<file path="src/rtl/bus_sched_pkg.sv">
// Shared types and constants for the round-robin bus scheduler.
// Optional statistics counters are enabled by BUS_SCHED_STATS_EN.
package bus_sched_pkg;

  typedef enum logic [1:0] {
    IDLE  = 2'd0,
    GRANT = 2'd1,
    PUSH  = 2'd2
  } state_t;

  localparam int ID_W = 8;
  localparam logic [ID_W-1:0] BDCST_DEF = 8'hFF;
  localparam int CNT_W = 16;

  function automatic logic [CNT_W-1:0] sat_inc(
    input logic [CNT_W-1:0] v
  );
    return (&v) ? v : v + 1'b1;
  endfunction

endpackage

</file>
<file path="src/rtl/bus_rr_scheduler_pick.sv">
// Rotating-priority pick: the first requester after last, wrapping.
// Search starts at last+1 so the previous winner has lowest priority.
module bus_rr_pick #(
  parameter int N  = 8,
  parameter int IW = (N > 1) ? $clog2(N) : 1
) (
  input  logic [N-1:0]  req,
  input  logic [IW-1:0] last,
  output logic [IW-1:0] winner,
  output logic          valid
);

  logic [IW:0] idx;

  always_comb begin
    winner = '0;
    valid  = 1'b0;
    idx    = '0;
    for (int i = 1; i <= N; i++) begin
      idx = {1'b0, last} + (IW+1)'(i);
      if (idx >= (IW+1)'(N))
        idx = idx - (IW+1)'(N);
      if (!valid && req[idx[IW-1:0]]) begin
        valid  = 1'b1;
        winner = idx[IW-1:0];
      end
    end
  end

endmodule

</file>
<file path="src/rtl/bus_rr_scheduler.sv">
// Round-robin bus scheduler: IDLE -> GRANT -> PUSH, one packet per 3 cycles.
// Define BUS_SCHED_STATS_EN to add grant_cnt / drop_cnt outputs.
module bus_rr_scheduler
  import bus_sched_pkg::*;
#(
  parameter int              pckg_sz = 16,
  parameter int              drvrs   = 8,
  parameter logic [ID_W-1:0] bdcst   = BDCST_DEF
) (
  input  logic                            clk,
  input  logic                            reset,
  input  logic [drvrs-1:0]                pndng,
  input  logic [drvrs-1:0][pckg_sz-1:0]   D_pop,
  output logic [drvrs-1:0]                pop,
  output logic [drvrs-1:0]                push,
  output logic [pckg_sz-1:0]              D_push,
  output logic [3:0]                      grant_id,
  output logic                            busy,
  output logic                            drop
`ifdef BUS_SCHED_STATS_EN
  ,
  output logic [drvrs-1:0][CNT_W-1:0]     grant_cnt,
  output logic [CNT_W-1:0]                drop_cnt
`endif
);

  localparam int IW = $clog2(drvrs);

  state_t             state_q, state_d;
  logic [IW-1:0]      win_q;
  logic [IW-1:0]      last_q;
  logic [pckg_sz-1:0] pkt_q;
  logic [IW-1:0]      pick_w;
  logic               pick_v;
  logic [ID_W-1:0]    dest;
  logic               is_bc;
  logic               is_uc;

  bus_rr_pick #(
    .N  (drvrs),
    .IW (IW)
  ) u_pick (
    .req    (pndng),
    .last   (last_q),
    .winner (pick_w),
    .valid  (pick_v)
  );

  assign dest  = pkt_q[pckg_sz-1 -: ID_W];
  assign is_bc = (dest == bdcst);
  assign is_uc = !is_bc && (32'(dest) < drvrs);

  always_comb begin
    state_d = state_q;
    unique case (state_q)
      IDLE:    if (pick_v) state_d = GRANT;
      GRANT:   state_d = PUSH;
      PUSH:    state_d = IDLE;
      default: state_d = IDLE;
    endcase
  end

  always_comb begin
    pop  = '0;
    push = '0;
    drop = 1'b0;
    if (state_q == GRANT)
      pop[win_q] = 1'b1;
    if (state_q == PUSH) begin
      unique case (1'b1)
        is_bc: begin
          push        = '1;
          push[win_q] = 1'b0;
        end
        is_uc:   push[dest[IW-1:0]] = 1'b1;
        default: drop = 1'b1;
      endcase
    end
  end

  assign busy     = (state_q != IDLE);
  assign D_push   = pkt_q;
  assign grant_id = 4'(win_q);

  always_ff @(posedge clk) begin
    if (reset) begin
      state_q <= IDLE;
      win_q   <= '0;
      last_q  <= IW'(drvrs-1);
      pkt_q   <= '0;
    end else begin
      state_q <= state_d;
      if (state_q == IDLE && pick_v)
        win_q <= pick_w;
      if (state_q == GRANT)
        pkt_q <= D_pop[win_q];
      if (state_q == PUSH)
        last_q <= win_q;
    end
  end

`ifdef BUS_SCHED_STATS_EN
  // Counted on leaving PUSH, so aborted transfers are never counted.
  always_ff @(posedge clk) begin
    if (reset) begin
      grant_cnt <= '0;
      drop_cnt  <= '0;
    end else if (state_q == PUSH) begin
      grant_cnt[win_q] <= sat_inc(grant_cnt[win_q]);
      if (drop)
        drop_cnt <= sat_inc(drop_cnt);
    end
  end
`endif

endmodule

</file>
<file path="config.mk">
export PLATFORM = sky130hd
export DESIGN_NAME = bus_rr_scheduler
export DESIGN_NICKNAME = d
export VERILOG_FILES = /design/src/rtl/bus_sched_pkg.sv /design/src/rtl/bus_rr_scheduler_pick.sv /design/src/rtl/bus_rr_scheduler.sv
export SDC_FILE = /design/constraint.sdc
export NUM_CORES = 1
export LEC_CHECK = 0
export CAP_MARGIN = 30
export CORE_MARGIN = 2
export CORE_UTILIZATION = 40
export CTS_CLUSTER_SIZE = 24
export DETAILED_ROUTE_END_ITERATION = 8
export GPL_TIMING_DRIVEN = 0
export PLACE_DENSITY = 0.95
export SLEW_MARGIN = 20
export SYNTH_ARGS = -nofsm -noshare
export SYNTH_HDL_FRONTEND = slang
export SYNTH_HIERARCHICAL = 1
export SYNTH_SLANG_ARGS = --single-unit
</file>
<file path="constraint.sdc">
create_clock -name clk -period 4.2 [get_ports clk]
set_input_delay 0.84 -clock clk [delete_from_list [all_inputs] [get_ports clk]]
set_output_delay 0.84 -clock clk [all_outputs]
set_load 0.02 [all_outputs]
</file>
# Yosys cells after proc, flatten, opt, wreduce, memory -nomap -nowiden
# Cells that the tools add are included.
# totals
regBits,24
in_bits,138
wordCells,121
output_inout_bits,38
# op_classes
bitwise,1
n_reduce_logical,22
n_mux,53
magnitude_cmp,21
n_eq_ne,4
add_sub_neg,16
# op_table
op,n
16-bit binary-select mux with 3-bit select,1
3-bit 2-to-1 mux,16
3-bit by 4-bit less-than comparator with 1-bit output (second input constant),10
4-bit >= comparator (second input constant),8
1-bit binary-select mux with 3-bit select,8
3-bit by 1-bit subtractor with 3-bit output (second input constant),8
1-bit 2-to-1 mux,20
3-bit by 3-bit adder with 4-bit output (second input constant),4
16-bit 2-to-1 mux,1
8-bit 2-to-1 mux,2
8-bit case mux with 2 select lines,1
1-bit logical AND,11
3-bit by 2-bit adder with 4-bit output (second input constant),2
8-bit equality test (second input constant),1
1-bit logical NOT,8
8-bit by 4-bit less-than comparator with 1-bit output (second input constant),1
8-bit inverter,1
1-bit demux with 3-bit select,2
3-bit by 1-bit >= comparator with 1-bit output (second input constant),2
3-bit by 1-bit adder with 4-bit output (second input constant),1
3-bit by 4-bit adder with 4-bit output (second input constant),1
2-bit case mux with 2 select lines,1
2-bit by 1-bit equality test with 1-bit output (second input constant),1
2-bit equality test (second input constant),1
5 further kinds,5

# Depth between registers and ports, before layout
# Gate-level depths: netlist of run 1.
# logic_depth
word_depth,29
ltp_mapped,15
ltp_nobuf,11

# Modules after synthesis
# The synthesis of run 1 kept the hierarchy.
# modules_own_cells
module,seq_area_each_um2,area_per_inst_um2,cells_each,instances
bus_rr_scheduler,480.5,2219.6,276,1
bus_rr_pick,0.0,953.4,105,1

# Least setup slack after synthesis of run 1
# OpenSTA, ideal clock, no wires.
# synth_timing
path_type,flip-flop to flip-flop
start,register last_q[0]
end,register win_q[2]
slack_ns,1.135
setup_ns,0.128
path_buffers,3
required_ns,4.072
stages_incl_launch_ff,14
arrival_ns,2.938
cell_sequence,dfxtp_1 buf_2 buf_2 inv_1 ha_1 buf_6 mux2_1 mux4_2 and4bb_2 nand4_1 a32oi_1 a31oi_1 mux2i_1 nor2_1
# synth_between
word_cells_on_any_way,79
classes_between,add/sub: 16; order compare: 8; mux: 40; reduce/logical: 15
# synth_lines
element,line,source
"start, declared",bus_rr_scheduler.sv:31,logic [IW-1:0] last_q;
"start signal, assigned",bus_rr_scheduler.sv:89,last_q <= IW'(drvrs-1);
"start signal, assigned",bus_rr_scheduler.sv:98,last_q <= win_q;
3-bit by 1-bit adder with 4-bit output,bus_rr_scheduler_pick.sv:20,"idx = {1'b0, last} + (IW+1)'(i);"
4-bit >= comparator / 3-bit by 1-bit subtractor with 3-bit output (equally long branches),"bus_rr_scheduler_pick.sv:21, bus_rr_scheduler_pick.sv:22",
3-bit 2-to-1 mux,bus_rr_scheduler_pick.sv:21,if (idx >= (IW+1)'(N))
1-bit binary-select mux with 3-bit select,bus_rr_scheduler_pick.sv:23,if (!valid && req[idx[IW-1:0]]) begin
1-bit 2-to-1 mux (not written as such),bus_rr_scheduler_pick.sv:23,
1-bit 2-to-1 mux,bus_rr_scheduler_pick.sv:23,
1-bit logical NOT,bus_rr_scheduler_pick.sv:23,
1-bit logical AND,bus_rr_scheduler_pick.sv:23,
[12 not listed],n/a,
1-bit 2-to-1 mux,bus_rr_scheduler_pick.sv:23,
1-bit logical NOT,bus_rr_scheduler_pick.sv:23,
1-bit logical AND,bus_rr_scheduler_pick.sv:23,
1-bit 2-to-1 mux,bus_rr_scheduler_pick.sv:23,
1-bit logical NOT,bus_rr_scheduler_pick.sv:23,
1-bit logical AND,bus_rr_scheduler_pick.sv:23,
3-bit 2-to-1 mux (*),bus_rr_scheduler_pick.sv:23,
net pick_w[2],bus_rr_scheduler.sv:33,logic [IW-1:0] pick_w;
"end signal, assigned",bus_rr_scheduler.sv:94,win_q <= pick_w;
"end, declared",bus_rr_scheduler.sv:30,logic [IW-1:0] win_q;
# Mark *: on every way through the listed nets, which the timed path passes. The rest lies on a longest branch. The select of a mux whose other input is x is not followed.
# A chain may end at the register's enable or synchronous reset.

# Worst setup path in the final report of run 1
# layout_timing
start,register last_q[0]
end,register win_q[1]
# layout_between
elab_chain_cells,28
word_cells_on_any_way,79
classes_between,add/sub: 16; order compare: 8; mux: 40; reduce/logical: 15
# layout_lines
element,line,source
3-bit by 1-bit adder with 4-bit output,bus_rr_scheduler_pick.sv:20,
4-bit >= comparator / 3-bit by 1-bit subtractor with 3-bit output (equally long branches),"bus_rr_scheduler_pick.sv:21, bus_rr_scheduler_pick.sv:22",
3-bit 2-to-1 mux,bus_rr_scheduler_pick.sv:21,
1-bit binary-select mux with 3-bit select,bus_rr_scheduler_pick.sv:23,
1-bit 2-to-1 mux (not written as such),bus_rr_scheduler_pick.sv:23,
1-bit 2-to-1 mux,bus_rr_scheduler_pick.sv:23,
1-bit logical NOT,bus_rr_scheduler_pick.sv:23,
1-bit logical AND,bus_rr_scheduler_pick.sv:23,
[13 not listed],n/a,
1-bit logical NOT,bus_rr_scheduler_pick.sv:23,
1-bit logical AND,bus_rr_scheduler_pick.sv:23,
1-bit 2-to-1 mux,bus_rr_scheduler_pick.sv:23,
1-bit logical NOT,bus_rr_scheduler_pick.sv:23,
1-bit logical AND,bus_rr_scheduler_pick.sv:23,
1-bit 2-to-1 mux (*),bus_rr_scheduler_pick.sv:23,
net pick_v,bus_rr_scheduler.sv:34,logic pick_v;
1-bit logical AND (*),bus_rr_scheduler.sv:93,if (state_q == IDLE && pick_v)
# Marks and branches as above.

==> results.json, run 1 <==
{
  "tns_ps": 0,
  "clock_path_buffers": 2,
  "async_reset_ff_share_pct": 0,
  "crit_required_ps": 4350,
  "io_pins": 176,
  "maxSlewViolCount": 0,
  "routedWlPerCell_um": 20.1,
  "clock_power_share_pct": 15.5,
  "n_fill_cell": 629,
  "ys_ff_latch": 24,
  "synth_nets": 521,
  "grt_pass1_vias": 3961,
  "syn2layout_area_growth_pct": 61.2,
  "yosysWarnings": 6,
  "via_per_inst": 6.08,
  "antenna_cells": 0,
  "grt_usage_pct": 29.6,
  "fin_nets": 700,
  "start_util_pct": 41.3,
  "synth_edf_count": 0,
  "slew_headroom_pct": 59.2,
  "startpoint_type": "register",
  "dr_total_vias": 4020,
  "seq_area_um2": 480,
  "insertion_delay_ps": 280,
  "layoutNonFillerInstCount": 661,
  "p_comb_share_pct": 63.8,
  "drive_above_1_share_pct": 12.7,
  "p_total_mw": 1.38,
  "numClockSinks": 24,
  "grt_overflow_total": 0,
  "grt_pass1_wl_um": 20300,
  "final_cell_mix": "174 x clkdlybuf4s50_1, 43 x nor2_1, 37 x mux2i_1, 30 x nand2_1, 24 x dfxtp_1",
  "cts_inserted_buffers": 3,
  "cts.htree.levels": 1,
  "cp_max_fo": 10,
  "drcViolationCount": 0,
  "cts_resized": 0,
  "crit_type": "reg -> reg",
  "die_h_um": 93.1,
  "hold_viol": 0,
  "drt_iter0_drc": 427,
  "ys_seq_area_share_pct": 15.1,
  "endpoint_kind": "register",
  "drt-pass1-iter-count": 5,
  "syn_avg_cell_area_um2": 8.33,
  "skew_ps": 7.94,
  "rows": 32,
  "dp.final_hpwl_um": 10800,
  "grt_max_degree": 15,
  "outcome": "finished, final reports clean",
  "crit_path_start": "last_q[0]",
  "antenna_left": 0,
  "setup_violations": 0,
  "postCtsHoldBufs": 0,
  "rsz0062_at_grt": "no",
  "die_x_um": 93.1,
  "multi_input_area_um2": 2440,
  "yosysUniqueCellTypes": 62,
  "fin_util_pct": 66.5,
  "cts_tree": "done",
  "coreArea_um2": 7690,
  "root_buffer": "clkbuf_8",
  "hp-class": "reg -> reg",
  "cts_setup_buffers": 0,
  "min_period_ps": 3590,
  "tightest_slew_ps": 612,
  "pwr-share-seq_pct": 20.7,
  "finalCritPeriodShare_pct": 85.5,
  "clkTransAtPathRegs_ps": 100,
  "fmax_mhz": 279,
  "p_leak_nw": 1.84,
  "finalHoldWorstSlack_ps": 514,
  "power_switching_uw": 563,
  "peakVddDrop_uv": 193,
  "synthFlopType": "dfxtp_1",
  "r2r-start": "last_q[0]",
  "pwr_density_cell_nw_per_um2": 270,
  "synthesis.area_um2": 3170,
  "dpl.cell_count": 657,
  "crit_arrival_ps": 3740,
  "internal_power_uw": 815,
  "synthCells": 381,
  "layout_commonest_cell": "clkdlybuf4s50_1",
  "antenna_found_initial": 0,
  "port_buffers": 174,
  "gp_congestion": 0.970,
  "maxCapViolations": 0,
  "dieArea_um2": 8660,
  "hold_start": "D_push[2]",
  "wl_um": 13300,
  "p_sw_share_pct": 40.9
}
per-layer routing:
metal	global-route usage [%]	vias up	wire length (um)
met4	8.46	0	325
met2	49.0	261	6430
met1	39.1	1899	5300
li1	-	1822	-
met5	0	-	0
met3	5.96	38	1260
cell type report:
| cell class | count | area share, % |
|---|---|---|
| Clock inverter | 1 | 0.587 |
| Clock buffer | 3 | 0.807 |
| Inverter | 10 | 0.734 |
| Buffer | 32 | 4.26 |
| Sequential cell | 24 | 9.40 |
| Timing Repair Buffer | 174 | 34.1 |
| Tap cell | 102 | 2.50 |
| Multi-Input combinational cell | 315 | 47.7 |
cell usage after synthesis, types with 2 or more instances:
cell / number / area [um2]
nor2_1: 43 / 161
mux2i_1: 37 / 370
nand2_1: 30 / 113
dfxtp_1: 24 / 480
a22oi_1: 16 / 120
mux4_2: 14 / 315
a221oi_1: 13 / 114
a21oi_1: 12 / 60.1
o21ai_0: 12 / 60.1
buf_2: 11 / 55.1
inv_1: 10 / 37.5
mux2_2: 10 / 113
nor3_1: 10 / 50.1
a21o_1: 9 / 67.6
buf_4: 9 / 67.6
a311oi_1: 8 / 70.1
a31oi_1: 7 / 43.8
clkbuf_1: 7 / 26.3
nand2b_1: 7 / 43.8
nor2b_1: 7 / 43.8
o2bb2ai_1: 5 / 43.8
a211o_1: 4 / 35.0
a211oi_1: 4 / 30.0
a32oi_1: 4 / 35.0
and2_1: 4 / 25.0
mux2_1: 4 / 45.0
nand4_1: 4 / 25.0
or3_1: 4 / 25.0
a2bb2oi_1: 3 / 26.3
buf_6: 3 / 33.8
nand3_1: 3 / 15.0
nor2_2: 3 / 18.8
xnor2_1: 3 / 26.3
a22o_1: 2 / 17.5
a311oi_2: 2 / 30.0
and2b_1: 2 / 15.0
ha_1: 2 / 25.0
nand3b_1: 2 / 15.0
nor3_2: 2 / 20.0
o221a_2: 2 / 22.5
or2_0: 2 / 12.5
power groups by stage:
stage / combinational [mW] / clock (mW) / sequential (mW)
2_1_floorplan: 0.493 / 0 / 0.313
3_3_place_gp: 0.838 / 0 / 0.288
3_5_place_dp: 0.855 / 0 / 0.290
4_1_cts: 0.859 / 0.210 / 0.285
5_1_grt: 0.935 / 0.218 / 0.290
6_report: 0.879 / 0.214 / 0.286
worst paths after layout:
check                            endpoint  slack (ps)  cells after the start
worst min-delay path            D_push[2]         510                      2
worst max register to register   win_q[1]         610                     15
worst min register to register  D_push[2]         510                      2
worst max-delay path             win_q[1]         610                     15
critical path, stage by stage (launching register included):
cell     delay (ps)
dfxtp_1         370
buf_2           250
buf_2           300
inv_1           130
ha_1            320
buf_6           140
buf_4           180
mux2i_1         170
mux4_2          550
nand2_1         140
nor3_2           90
nand3_1          80
inv_1            60
nor2_1          310
mux2i_1         280
nor2_1           80
metrics by stage:
step	setup slack, ps	instance area [um2]
detailed placement	661	5040
finish	610	5110
floorplan	1130	3170
global route	401	5110
global placement	703	5040
CTS	649	5110
kinds of logic after synthesis:
family	after synthesis	synth area share, %
simple gates	133	21.6
compound gates	110	26.5
mux	66	27.0
buf+inv	42	8.04
flops	24	15.1
xor+xnor	3	0.828
fa+ha+maj	2	0.789
other cells	1	0.118
flip-flops by register name, indices dropped and copies added (netlist names):
name and count:
D_push 16, last_q 3, state_q 2, win_q 3
No activity file was read; power rests on OpenSTA's default activity.
==> inputs of run 2 (changes only) <==
CORE_UTILIZATION = 41   (was 40)
CTS_BUF_LIST = sky130_fd_sc_hd__clkbuf_4 sky130_fd_sc_hd__clkbuf_8   (was default)
==> run 2 against run 1 <==
Maximum frequency up 1.1%. Sequential share of layout area about the same. First-iteration DRC count shrank 29%. Register-to-register slack gained 40 ps. Design area shrank 0.32%. Combinational power about the same. Clock-buffer cell count up 1. Sequential power increased by 1%. Largest power group unchanged. Via count increased by 1.7%. Die area decreased by 2.3%. Critical path depth stayed put.
==> results.json, run 2 (synthesis results as in run 1) <==
{
  "dieArea_um2": 8460,
  "final_cell_mix": "174 x clkdlybuf4s50_1, 43 x nor2_1, 37 x mux2i_1, 30 x nand2_1, 24 x dfxtp_1",
  "internal_power_uw": 771,
  "crit_arrival_ps": 3700,
  "pwr_density_cell_nw_per_um2": 261,
  "p_total_mw": 1.33,
  "power_switching_uw": 557,
  "startpoint_type": "register",
  "die_h_um": 92.0,
  "maxSlewViolCount": 0,
  "cp_cell_sequence": "buf_2, buf_2, inv_1, ha_1, buf_6, buf_4, mux2i_1, mux4_2, nand2_1, nor3_2, nand3_1, inv_1, nor2_1, mux2i_1, nor2_1",
  "grt_max_degree": 14,
  "cp_max_fo": 10,
  "n_fill_cell": 604,
  "tightest_slew_ps": 612,
  "drive_above_1_share_pct": 12.7,
  "finalHoldWorstSlack_ps": 498,
  "layoutNonFillerInstCount": 661,
  "critPathMaxStageDelay_ps": 540,
  "cts_setup_buffers": 0,
  "syn2layout_area_growth_pct": 60.6,
  "fin_util_pct": 67.0,
  "postCtsHoldBufs": 0,
  "wl_um": 13300,
  "grt_pass1_vias": 4102,
  "cts_inserted_buffers": 3,
  "hold_viol": 0,
  "min_period_ps": 3550,
  "coreArea_um2": 7610,
  "critPathSlowestCell": "mux4_2",
  "crit_family": "buffers and inverters",
  "fmax_mhz": 282,
  "peakVddDrop_uv": 170,
  "insertion_delay_ps": 280,
  "rsz0062_at_grt": "no",
  "layout_commonest_cell": "clkdlybuf4s50_1",
  "grt_pass1_wl_um": 20600,
  "crit_required_ps": 4350,
  "pwr-share-seq_pct": 21.8,
  "numClockSinks": 24,
  "dr_total_vias": 4088,
  "endpoint_kind": "register",
  "drt_iter0_drc": 302,
  "dpl.cell_count": 657,
  "largest_register_ff_count": 16,
  "clock_power_share_pct": 12.2,
  "io_pins": 176,
  "p_leak_nw": 1.83,
  "die_x_um": 92.0,
  "grt_overflow_total": 0,
  "clock_path_buffers": 2,
  "rows": 32,
  "tns_ps": 0,
  "antenna_cells": 0,
  "skew_ps": 6.35,
  "grt_usage_pct": 30.4,
  "via_per_inst": 6.18,
  "drt-pass1-iter-count": 5,
  "hp-class": "reg -> reg",
  "finalCritPeriodShare_pct": 84.6,
  "p_comb_share_pct": 65.9,
  "maxCapViolations": 0,
  "slew_headroom_pct": 59.2,
  "cts_resized": 0,
  "antenna_left": 0,
  "p_sw_share_pct": 41.9,
  "clkTransAtPathRegs_ps": 80,
  "drcViolationCount": 0,
  "root_buffer": "clkbuf_8",
  "gp_congestion": 0.925,
  "crit_buf_inv": 6,
  "start_util_pct": 41.7,
  "fin_nets": 700,
  "port_buffers": 174,
  "outcome": "finished, final reports clean",
  "routedWlPerCell_um": 20.1,
  "antenna_found_initial": 0,
  "cts.htree.levels": 1,
  "crit_type": "reg -> reg",
  "dp.final_hpwl_um": 10700,
  "setup_violations": 0,
  "cts_tree": "done"
}
## run 2: changes by cell type in the layout (fill, tap and decap cells not counted), sizes merged
| cell | delta |
|---|---|
| bufinv | -1 |
| clkbuf | +1 |
## run 2: final cells by class
class	instances	area, um2	area share (%)
flip-flops and latches	24	480	9.43
well taps	102	128	2.50
clock buffers	4	55.1	1.08
plain buffers	32	218	4.27
repair buffers	174	1740	34.2
inverters	10	37.5	0.736
multi-input cells	315	2440	47.8
## run 2: path summary, 6_finish.rpt
check             from  slack, ps         to  depth (start not counted)
max          last_q[0]        650   win_q[1]                         15
min          D_push[3]        500  D_push[3]                          2
max reg2reg  last_q[0]        650   win_q[1]                         15
min reg2reg  D_push[3]        500  D_push[3]                          2
## run 2: metal layers
layer | part of all wire [%] | GRT usage (%)
met5 | 0 | 0
met4 | 4.3 | 14.4
met3 | 11 | 8.38
met2 | 47 | 50.2
met1 | 37 | 36.5
## run 2: per-stage QoR
step                      setup slack (ps)  instance area, um2
after global routing                   395                5100
after detailed placement               718                5040
after floorplan                       1130                3170
after global placement                 722                5040
after CTS                              682                5100
final                                  648                5100
## run 2: power by group through the flow
stage / clock network, mW / logic (mW) / registers [mW]
final: 0.162 / 0.876 / 0.290
after global routing: 0.168 / 0.931 / 0.292
after CTS: 0.160 / 0.857 / 0.288
after detailed placement: 0 / 0.853 / 0.293
after global placement: 0 / 0.832 / 0.291
after floorplan: 0 / 0.493 / 0.313
## run 2: worst register-to-register path: stages (launching register included)
cell     delay (ps)
dfxtp_1         370
buf_2           240
buf_2           300
inv_1           140
ha_1            330
buf_6           140
buf_4           180
mux2i_1         160
mux4_2          540
nand2_1         140
nor3_2           90
nand3_1          70
inv_1            60
nor2_1          310
mux2i_1         300
nor2_1           60
